File: src/rtl/pkt_pkg.sv
// -----------------------------------------------------------------------------
// pkt_pkg
// Shared types for the packet-copy arbitration path.
//  arb_state_t : arbiter FSM encoding, also used when decoding state_out
//                (IDLE=0, START=1, WAIT=2, DONE=3).
//  N_REQ_DEF / TIMEOUT_DEF / TMO_W_DEF : default build parameters.
// No ports (package).
// -----------------------------------------------------------------------------
package pkt_pkg;

    typedef enum logic [1:0] {
        IDLE  = 2'd0,
        START = 2'd1,
        WAIT  = 2'd2,
        DONE  = 2'd3
    } arb_state_t;

    localparam int N_REQ_DEF   = 4;
    localparam int TIMEOUT_DEF = 1024;
    localparam int TMO_W_DEF   = 16;

endpackage

File: src/rtl/pkt_arb_rr_pick.sv
// -----------------------------------------------------------------------------
// rr_pick
// Combinational round-robin selector. Returns the first set request bit at or
// after the pointer position, wrapping past N_REQ-1 back to 0. No state.
// Ports:
//  i_req   in  N_REQ          request vector
//  i_ptr   in  $clog2(N_REQ)  highest-priority channel index (must be < N_REQ)
//  o_valid out 1              at least one request is set
//  o_idx   out $clog2(N_REQ)  index of the winning channel (0 when !o_valid)
// -----------------------------------------------------------------------------
module rr_pick #(
    parameter int N_REQ = 4
) (
    input  logic [N_REQ-1:0]         i_req,
    input  logic [$clog2(N_REQ)-1:0] i_ptr,
    output logic                     o_valid,
    output logic [$clog2(N_REQ)-1:0] o_idx
);

    localparam int CH_W = $clog2(N_REQ);

    // w_pos[k] is the channel sitting k places after the pointer; w_cand[k]
    // is its request bit, so w_cand is the request vector rotated to start
    // at the pointer.
    logic [CH_W-1:0]  w_pos [N_REQ];
    logic [N_REQ-1:0] w_cand;

    for (genvar gi = 0; gi < N_REQ; gi++) begin : g_rot
        logic [CH_W:0] w_sum;
        assign w_sum       = {1'b0, i_ptr} + (CH_W+1)'(gi);
        assign w_pos[gi]   = (w_sum >= (CH_W+1)'(N_REQ))
                             ? CH_W'(w_sum - (CH_W+1)'(N_REQ))
                             : CH_W'(w_sum);
        assign w_cand[gi]  = i_req[w_pos[gi]];
    end

    // Scan from the far end so the candidate closest to the pointer wins.
    always_comb begin
        o_valid = |i_req;
        o_idx   = '0;
        for (int k = N_REQ - 1; k >= 0; k--) begin
            if (w_cand[k]) begin
                o_idx = w_pos[k];
            end
        end
    end

endmodule

File: src/rtl/pkt_arb.sv
// -----------------------------------------------------------------------------
// pkt_arb
// Round-robin scheduler sharing one packet-copy controller between N_REQ
// capture channels. Grants one channel, pulses xfer_start, then waits for
// xfer_done or a watchdog timeout, and reports done/err for that channel.
// Ports:
//  clk         in   1      clock, all logic on posedge
//  reset       in   1      synchronous, active-high
//  req         in   N_REQ  level request per channel (sampled in IDLE only)
//  gnt         out  N_REQ  one-hot grant, high START..DONE
//  done        out  N_REQ  1-cycle pulse, granted transfer finished
//  err         out  N_REQ  1-cycle pulse, granted transfer timed out
//  xfer_start  out  1      1-cycle start pulse to packet controller
//  xfer_chan   out  CH_W   granted channel index, stable START..DONE
//  xfer_done   in   1      completion from packet controller (WAIT only)
//  xfer_abort  out  1      1-cycle abort pulse on timeout
//  busy        out  1      high whenever the FSM is not IDLE
//  state_out   out  2      FSM state encoding (arb_state_t)
// -----------------------------------------------------------------------------
module pkt_arb
    import pkt_pkg::*;
#(
    parameter int N_REQ   = N_REQ_DEF,
    parameter int TIMEOUT = TIMEOUT_DEF,
    parameter int TMO_W   = TMO_W_DEF
) (
    input  logic                     clk,
    input  logic                     reset,
    input  logic [N_REQ-1:0]         req,
    output logic [N_REQ-1:0]         gnt,
    output logic [N_REQ-1:0]         done,
    output logic [N_REQ-1:0]         err,
    output logic                     xfer_start,
    output logic [$clog2(N_REQ)-1:0] xfer_chan,
    input  logic                     xfer_done,
    output logic                     xfer_abort,
    output logic                     busy,
    output logic [1:0]               state_out
);

    localparam int CH_W = $clog2(N_REQ);

    arb_state_t       r_state;
    arb_state_t       w_state_next;
    logic [N_REQ-1:0] r_gnt;
    logic [CH_W-1:0]  r_chan;
    logic [CH_W-1:0]  r_ptr;
    logic [TMO_W-1:0] r_wd;
    logic             r_ok;

    logic             w_valid;
    logic [CH_W-1:0]  w_idx;
    logic             w_tmo;
    logic [CH_W-1:0]  w_ptr_next;

    rr_pick #(
        .N_REQ (N_REQ)
    ) u_rr_pick (
        .i_req   (req),
        .i_ptr   (r_ptr),
        .o_valid (w_valid),
        .o_idx   (w_idx)
    );

    // Last WAIT cycle: the watchdog has counted TIMEOUT WAIT cycles.
    assign w_tmo      = (r_wd == TMO_W'(TIMEOUT - 1));
    assign w_ptr_next = (r_chan == CH_W'(N_REQ - 1)) ? '0 : r_chan + 1'b1;

    always_comb begin
        w_state_next = r_state;
        case (r_state)
            IDLE:    if (w_valid) w_state_next = START;
            START:   w_state_next = WAIT;
            WAIT:    if (xfer_done || w_tmo) w_state_next = DONE;
            DONE:    w_state_next = IDLE;
            default: w_state_next = IDLE;
        endcase
    end

    always_ff @(posedge clk) begin
        if (reset) begin
            r_state <= IDLE;
            r_gnt   <= '0;
            r_chan  <= '0;
            r_ptr   <= '0;
            r_wd    <= '0;
            r_ok    <= 1'b0;
        end else begin
            r_state <= w_state_next;
            case (r_state)
                IDLE: begin
                    if (w_valid) begin
                        r_gnt  <= N_REQ'(1) << w_idx;
                        r_chan <= w_idx;
                    end
                end
                START: begin
                    r_wd <= '0;
                end
                WAIT: begin
                    r_wd <= r_wd + 1'b1;
                    // Captured every WAIT cycle; only the value on the exit
                    // cycle matters, so done beats a simultaneous timeout.
                    r_ok <= xfer_done;
                end
                DONE: begin
                    r_gnt <= '0;
                    r_ptr <= w_ptr_next;
                end
                default: begin
                    r_gnt <= '0;
                end
            endcase
        end
    end

    // Every output is a register or a decode of registers; r_gnt still holds
    // the one-hot channel during DONE, so it doubles as the done/err mask.
    assign gnt        = r_gnt;
    assign xfer_chan  = r_chan;
    assign xfer_start = (r_state == START);
    assign busy       = (r_state != IDLE);
    assign state_out  = r_state;
    assign done       = ((r_state == DONE) &&  r_ok) ? r_gnt : '0;
    assign err        = ((r_state == DONE) && !r_ok) ? r_gnt : '0;
    assign xfer_abort = (r_state == DONE) && !r_ok;

endmodule

File: config.mk
export PLATFORM = sky130hd
export DESIGN_NAME = pkt_arb
export DESIGN_NICKNAME = d
export VERILOG_FILES = /design/src/rtl/pkt_pkg.sv /design/src/rtl/pkt_arb_rr_pick.sv /design/src/rtl/pkt_arb.sv
export SDC_FILE = /design/constraint.sdc
export NUM_CORES = 1
export LEC_CHECK = 0
export ABC_AREA = 1
export ABC_CLOCK_PERIOD_IN_PS = 3200
export CORE_MARGIN = 2
export CORE_UTILIZATION = 35
export CTS_BUF_LIST = sky130_fd_sc_hd__clkbuf_8
export DETAILED_ROUTE_END_ITERATION = 12
export PLACE_DENSITY = 0.57
export SYNTH_ARGS = -nofsm -noshare
export SYNTH_HDL_FRONTEND = slang
export SYNTH_HIERARCHICAL = 1
export SYNTH_SLANG_ARGS = --single-unit
File: constraint.sdc
create_clock -name clk -period 3.2 [get_ports clk]
set_input_delay 0.64 -clock clk [delete_from_list [all_inputs] [get_ports clk]]
set_output_delay 0.64 -clock clk [all_outputs]
set_load 0.05 [all_outputs]
## After elaboration in Yosys (flattened, before gate mapping)

Index checks and enable logic that the tools add are counted.

- Latch bits: 0
- RAM bits: 0
- Memories: 0
- Flip-flop bits (word level): 27
- Bits in read-only memories: 0

- Magnitude comparators: 8
- Add/sub/neg operators: 9
- Bitwise operators: 0
- Mux-type cells: 25
- $mul: 0
- Equality and inequality tests: 7
- Divide/modulo/power cells: 0
- Reduce and logical (&&, ||, !) cells: 12
- Shift-type cells: 1

Operators by type and width:

| kind | count |
|---|---|
| one-hot mux 16 bit (2 select lines) | 1 |
| 2-to-1 mux 2 bit | 11 |
| adder 16 x 1 -> 16 bit (second input constant) | 1 |
| == test 16 x 10 -> 1 bit (second input constant) | 1 |
| less-than comparator 2 x 3 -> 1 bit (second input constant) | 4 |
| 2-to-1 mux 4 bit | 3 |
| greater-or-equal comparator 3 bit (second input constant) | 3 |
| binary-select mux 1 bit (select 2 bit) | 4 |
| one-hot mux 2 bit (4 select lines) | 1 |
| one-hot mux 4 bit (2 select lines) | 1 |
| subtractor 2 x 1 -> 2 bit (second input constant) | 4 |
| adder 2 x 2 -> 3 bit (second input constant) | 2 |
| == test 2 bit (second input constant) | 3 |
| AND reduction 2 bit | 3 |
| nonzero test 2 bit | 3 |
| 2-to-1 mux 1 bit | 4 |
| OR reduction 4 bit | 1 |
| left shift 1 x 2 -> 4 bit (first input constant) | 1 |
| adder 2 x 1 -> 3 bit (second input constant) | 1 |
| greater-or-equal comparator 2 x 3 -> 1 bit (second input constant) | 1 |
| adder 2 x 1 -> 2 bit (second input constant) | 1 |
| == test 2 x 1 -> 1 bit (second input constant) | 1 |
| logical AND 1 bit | 2 |
| zero test 2 bit | 1 |
| other kinds (4) | 4 |

## Logic depth before layout (Yosys ltp)

Gate-level depths: netlist (run 1).

- Word-level depth: 12
- Mapped depth: 14
- Mapped depth without buffers: 14

## Modules after synthesis

Netlist (run 1), hierarchy kept.

Modules (own cells, without submodules):

| module | area an instance (um^2) | instances | sequential area each (um^2) | cells each |
|---|---|---|---|---|
| pkt_arb | 1367.6 | 1 | 540.5 | 192 |
| rr_pick | 188.9 | 1 | 0.0 | 46 |

## Worst setup path before layout (run 1)

No wires, ideal clock.

- Path type: register to output
- Start: register r_state[1], in the netlist state_out[1]
- End: output port err[0]
- Cell stages (with the launch flop): 6
- Required time: 2.560 ns
- Arrival time: 2.697 ns
- Setup slack: -0.137 ns
- Path through: dfxtp_1 ha_1 inv_1 nor2_1 inv_1 nor2_1

- Cells in the longest elaborated chain, start to end: 3

Ends and longest elaborated chain:

| item | line | source |
|---|---|---|
| from (decl) | pkt_arb.sv:43 | `arb_state_t r_state;` |
| from (signal assigned) | pkt_arb.sv:89 | `r_state <= w_state_next;` |
| == test 2 bit | - |  |
| logical AND 1 bit | - |  |
| net xfer_abort | pkt_arb.sv:36 | `output logic xfer_abort,` |
| 2-to-1 mux 4 bit | pkt_arb.sv:125 | `assign err = ((r_state == DONE) && !r_ok) ? r_gnt : '0;` |
| to (decl) | pkt_arb.sv:32 | `output logic [N_REQ-1:0] err,` |

The timed path passes the listed nets, and every way through them passes these cells.

## Worst setup path after layout (run 1)

- Start: register r_state[1], in the netlist state_out[1]
- End: output port err[1]

- Cells in the longest elaborated chain, start to end: 3

Ends and longest elaborated chain:

| item | line |
|---|---|
| == test 2 bit | pkt_arb.sv:125 |
| logical AND 1 bit | pkt_arb.sv:125 |
| 2-to-1 mux 4 bit | pkt_arb.sv:125 |

No other way between the ends.

==> flow_metrics.tcl, run 1 <==
set metrics [dict create \
    outcome "finished, final reports clean" \
    required_ps 2560 \
    ant_nets 0 \
    rsz0062_at_grt "false" \
    final_area_mm2 0.00191 \
    fin_crit_ps 2900 \
    fmax_ghz 0.344 \
    drive_gt1_frac 0.0789 \
    grt_pass1_vias 1226 \
    grt_usage 0.130 \
    cp-end-kind "output port" \
    cts_root_buf "clkbuf_8" \
    postSynthAreaPerCell_um2 6.54 \
    synth-simple-area-share 0.364 \
    crit_fanout 7 \
    post_cts.repair.setup_buffers 0 \
    final_cell_mix "51 x nand2_1, 38 x nor2_1, 33 x inv_1, 27 x dfxtp_1, 25 x clkdlybuf4s50_1" \
    cts_num_sinks 27 \
    synth_mux_area_frac 0 \
    pwr-share-comb 0.561 \
    hold_viol_final 0 \
    intPower_uw 747 \
    clock_skew_ps 3.08 \
    rrSetupSlack_ps 1350 \
    synth_cell_type_count 25 \
    timing.setup.tns_ps 0 \
    drt_iter0_markers 60 \
    cts-resized-gates 0 \
    routed-via-count 1460 \
    min_period_over_period 0.908 \
    worstSetupStartpointType "flip-flop" \
    max_slew.worst_pin.slew_ps 502 \
    core.rowCount 24 \
    r2r-start "state_out[1]$_SDFFE_PP0P_" \
    final_core_util 0.441 \
    cts-buffers-inserted 3 \
    drv_slew 0 \
    switchingPower_uw 727 \
    clock_power_share 0.131 \
    clk_pin_slew_ps 90 \
    hold_slack_ps 480 \
    wl_um 3230 \
    relSlewSlack 0.664 \
    worst-path-buf-inv 3 \
    rr_worst_depth 9 \
    hp-start "xfer_chan[1]$_SDFFE_PP0P_" \
    wl_per_cell_um 10.2 \
    synth_area_mm2 0.00156 \
    synth-compound-area-share 0.129 \
    post_dp_cell_area_mm2 0.00186 \
    setup_viol 0 \
    ctsHoldBuffers 0 \
    drc 0 \
    layout_commonest_cell "nand2_1" \
    hold_class "flip-flop to flip-flop" \
    fill_cells 468 \
    whs_path_depth 2 \
    clock_latency_ps 270 \
    n_antenna_cell 0 \
    p_per_area_mw_per_mm2 774 \
    die_x_um 70.7 \
    cts_htree_levels 1 \
    synth_nets 251 \
    crit_type "flip-flop to output port" \
    critical_path.max_stage_delay_ps 810 \
    ys_seq_area_frac 0.347 \
    die_area_mm2 0.00500 \
    p_leak_nw 0.795 \
    critPathTopFamily "buffers and inverters" \
    synth_top_family_by_area "simple AND/OR/NAND/NOR gates" \
    path_cells "ha_1 -> inv_1 -> nor2_1 -> inv_1 -> nor2_1 -> clkdlybuf4s50_1" \
    synthCells 238 \
    cp.arrival_ps 2260 \
    gp_congestion 0.784 \
    p_seq_frac 0.308 \
    grt_first_pass_wirelength_um 5330 \
    synth_warnings 6 \
    maxCapViolations 0 \
    p_sw_frac 0.493 \
    nNetsFinal 280 \
    io_buffers 25 \
    initial_core_util 0.360 \
    dr.pass1.iters 4 \
    synth_xor_area_frac 0.0169 \
    syn2layout_area_growth_pct 22.4 \
    routed_via_density 4.59 \
    clockBufferDepth 2 \
    synth_fa_ha_area_frac 0.0482 \
    grt_max_degree 15 \
    place_hpwl_um 2570 \
    core_area_mm2 0.00432 \
    io-pin-count 26 \
    die_h_um 70.7 \
    r2r-end "r_wd[15]$_SDFFE_PP0P_" \
    cts_tree "built" \
    cpMaxStageDelayCell "clkdlybuf4s50_1" \
    grt_overflow 0 \
    ir_worst_vdd_mv 0.282 \
    antenna_found_initial 0 \
    holdPathEnd "xfer_chan[1]$_SDFFE_PP0P_" \
    synth_seq_cells 27 \
]
per-stage QoR:
step,std cells,worst slack [ps],power [mW]
6_report,318,295,1.47
2_1_floorplan,238,-137,1.09
3_5_place_dp,314,604,1.29
4_1_cts,318,282,1.49
5_1_grt,318,119,1.58
3_3_place_gp,314,661,1.29
power by group through the flow:
stage | clock (mW) | sequential (mW) | combinational [mW]
after floorplan | 0 | 0.610 | 0.477
after global placement | 0 | 0.460 | 0.833
after detailed placement | 0 | 0.464 | 0.831
after CTS | 0.201 | 0.455 | 0.832
after global routing | 0.213 | 0.465 | 0.903
final | 0.192 | 0.455 | 0.827
registers in the layout, summed over array words and instances (netlist names):
signal     count
state_out      2
r_ok           1
xfer_chan      2
r_ptr          2
gnt            4
r_wd          16
cells in the mapped netlist:
library cell  count  area share
a21oi_1          18       0.058
a21oi_2           1      0.0056
a21oi_4           1       0.010
and3_1            1      0.0040
buf_6             1      0.0072
dfxtp_1          27        0.35
ha_1              6       0.048
inv_1            32       0.077
inv_2             4      0.0096
nand2_1          51        0.12
nand2_2           3       0.012
nand3_1          17       0.055
nand3_2           3       0.019
nand4_1           1      0.0040
nor2_1           38       0.092
nor2_2            3       0.012
nor2_4            1      0.0072
nor3_1           10       0.032
o21a_1            1      0.0048
o21ai_0          13       0.042
o21ai_1           1      0.0032
o21ai_2           1      0.0056
or2_2             1      0.0040
xnor2_1           2       0.011
xor2_1            1      0.0056
worst register-to-register path, cell delays in order, from the launching register on:
cell and delay [ps]:
dfxtp_1 410, inv_1 90, ha_1 560, inv_2 100, nor2_2 200, nand2_1 80
nor2_2 120, nand3_1 80, nand2_1 60, nor2_1 40
how the worst max path moves through the flow:
stage	startpoint	to	cells past startpoint
after floorplan	state_out[1]$_SDFFE_PP0P_	err[0]	5
after global placement	state_out[1]$_SDFFE_PP0P_	err[2]	6
after detailed placement	state_out[1]$_SDFFE_PP0P_	err[3]	6
after CTS	state_out[1]$_SDFFE_PP0P_	err[1]	6
after global routing	state_out[1]$_SDFFE_PP0P_	err[2]	6
final	state_out[1]$_SDFFE_PP0P_	err[1]	6
per-layer routing:
metal / up-vias / GRT usage / wire length, um
li1: 809 / - / -
met1: 629 / 0.196 / 1730
met2: 20 / 0.191 / 1390
met3: 2 / 0.0185 / 91
met4: 0 / 0.0440 / 22
met5: - / 0 / 0
final cells by class:
cell class,instances,area (um2),area share
Multi-Input combinational cell,174,870,0.456
Sequential cell,27,541,0.284
Timing Repair Buffer,25,250,0.131
Inverter,36,135,0.0709
Tap cell,52,65.1,0.0341
Clock buffer,3,41.3,0.0217
Clock inverter,1,3.75,0.00197
logic make-up after synthesis:
logic type | after synthesis
buf+inv | 37
flops | 27
xor+xnor | 3
compound gates | 36
fa+ha+maj | 6
simple gates | 129
Power figures use the tool's default switching activity.
==> inputs of run 2 (changes only) <==
--- a/config.mk
+++ b/config.mk
@@ -7,11 +7,13 @@
 export LEC_CHECK = 0
 export ABC_AREA = 1
 export ABC_CLOCK_PERIOD_IN_PS = 3200
-export CORE_MARGIN = 2
+export CORE_ASPECT_RATIO = 1.75
+export CORE_MARGIN = 4
 export CORE_UTILIZATION = 35
 export CTS_BUF_LIST = sky130_fd_sc_hd__clkbuf_8
 export DETAILED_ROUTE_END_ITERATION = 12
 export PLACE_DENSITY = 0.57
+export SLEW_MARGIN = 20
 export SYNTH_ARGS = -nofsm -noshare
 export SYNTH_HDL_FRONTEND = slang
 export SYNTH_HIERARCHICAL = 1
==> run 2 against run 1 <==
  * Sequential power about the same
  * Sequential share of layout area is 0.056 points higher
  * Via count is 1.1% higher
  * Critical endpoint is now err[2]
  * Largest cell class unchanged
==> flow_metrics.tcl, run 2 (synthesis gave the netlist of run 1 again) <==
set metrics [dict create \
    wl_per_cell_um 11.0 \
    topRoutingLayerUsed "met4" \
    cp-end-kind "output port" \
    drv_slew 0 \
    cts-resized-gates 0 \
    drt_iter0_markers 41 \
    cts-buffers-inserted 3 \
    drc 0 \
    outcome "finished, final reports clean" \
    worstSetupStartpointType "flip-flop" \
    post_cts.repair.setup_buffers 0 \
    regMostFlops "r_wd" \
    grt_usage 0.140 \
    min_period_over_period 0.897 \
    post_dp_cell_area_mm2 0.00186 \
    required_ps 2560 \
    hold_viol_final 0 \
    place_hpwl_um 2830 \
    io_buffers 25 \
    io-pin-count 26 \
    ant_nets 0 \
    cp.arrival_ps 2230 \
    p_total_mw 1.48 \
    cts_tree "built" \
    hold_slack_ps 483 \
    wl_met1_um 1380 \
    wl_met3_um 122 \
    p_leak_nw 0.795 \
    clk_pin_slew_ps 90 \
    clockBufferDepth 2 \
    ir_worst_vdd_mv 0.374 \
    max_slew.worst_pin.slew_ps 510 \
    clock_power_share 0.128 \
    core.rowCount 31 \
    critical_path.max_stage_delay_ps 810 \
    drive_gt1_frac 0.0789 \
    die_h_um 96.2 \
    clock_latency_ps 270 \
    final_area_mm2 0.00190 \
    grt_overflow 0 \
    p_seq_frac 0.307 \
    antenna_found_initial 0 \
    largest_reg_flops 16 \
    wl_met2_um 1930 \
    setup_viol 0 \
    p_sw_frac 0.494 \
    final_core_util 0.450 \
    p_per_area_mw_per_mm2 776 \
    initial_core_util 0.368 \
    die_area_mm2 0.00562 \
    whs_path_depth 2 \
    cpMaxStageDelayCell "clkdlybuf4s50_1" \
    die_x_um 58.4 \
    path_cells "ha_1 -> inv_1 -> nor2_1 -> inv_1 -> nor2_1 -> clkdlybuf4s50_1" \
    cts_root_buf "clkbuf_8" \
    relSlewSlack 0.659 \
    syn2layout_area_growth_pct 22.2 \
    wl_um 3480 \
    dr.pass1.iters 4 \
    grt_pass1_vias 1481 \
    clock_skew_ps 2.19 \
    fmax_ghz 0.348 \
    rr_worst_depth 7 \
    core_area_mm2 0.00423 \
    n_antenna_cell 0 \
    crit_type "flip-flop to output port" \
    grt_first_pass_wirelength_um 6190 \
    routed_via_density 4.69 \
    ctsHoldBuffers 0 \
    pwr-share-comb 0.564 \
    dpl.cell_count 311 \
    cts_num_sinks 27 \
    rsz0062_at_grt "false" \
    cts_htree_levels 1 \
    nNetsFinal 280 \
    switchingPower_uw 730 \
    grt_max_degree 15 \
    fin_cells 315 \
    fin_crit_ps 2870 \
    layout_commonest_cell "nand2_1" \
    maxCapViolations 0 \
    intPower_uw 746 \
    crit_fanout 7 \
    routed-via-count 1476 \
    final_cell_mix "51 x nand2_1, 38 x nor2_1, 33 x inv_1, 27 x dfxtp_1, 25 x clkdlybuf4s50_1" \
    fill_cells 456 \
    gp_congestion 0.815 \
    hold_class "flip-flop to flip-flop" \
]
==> run 2: power groups by stage <==
stage,Combinational [mW],Clock [mW],Sequential [mW]
detailed placement,0.845,0,0.462
finish,0.833,0.189,0.454
floorplan,0.477,0,0.610
CTS,0.846,0.199,0.455
global route,0.925,0.213,0.466
global placement,0.844,0,0.461
==> run 2: routing by layer <==
metal,GRT usage,vias to the layer above
met4,0.0503,0
met3,0.0148,4
li1,-,812
met2,0.288,23
met5,0,-
met1,0.135,637
==> run 2: worst paths after layout <==
path,from,slack [ps],end
setup / recovery,state_out[1]$_SDFFE_PP0P_,330,err[2]
hold / removal,xfer_chan[1]$_SDFFE_PP0P_,480,xfer_chan[1]$_SDFFE_PP0P_
setup reg to reg,state_out[0]$_SDFFE_PP0P_,1310,r_wd[14]$_SDFFE_PP0P_
hold reg to reg,xfer_chan[1]$_SDFFE_PP0P_,480,xfer_chan[1]$_SDFFE_PP0P_
==> run 2: final cells by class <==
class / count / area [um2] / area share
clock buffer: 3 / 41.3 / 0.0217
clock inverter: 1 / 3.75 / 0.00197
inverter: 36 / 135 / 0.0711
multi-input combinational: 174 / 870 / 0.457
sequential: 27 / 541 / 0.284
tap: 49 / 61.3 / 0.0322
timing repair buffer: 25 / 250 / 0.132
==> run 2: worst max-delay path, delay by kind of cell, from the launching register on <==
family                   cells  cell delay [ps]
flip-flops                   1              400
adder cells (fa/ha/maj)      1              300
AND/OR/NAND/NOR              2              230
buffers and inverters        3             1020
==> run 2: per-stage QoR <==
stage,setup TNS (ps),worst slack (ps)
6_report,0,328
3_5_place_dp,0,632
5_1_grt,0,96.9
2_1_floorplan,-549,-137
3_3_place_gp,0,677
4_1_cts,0,320
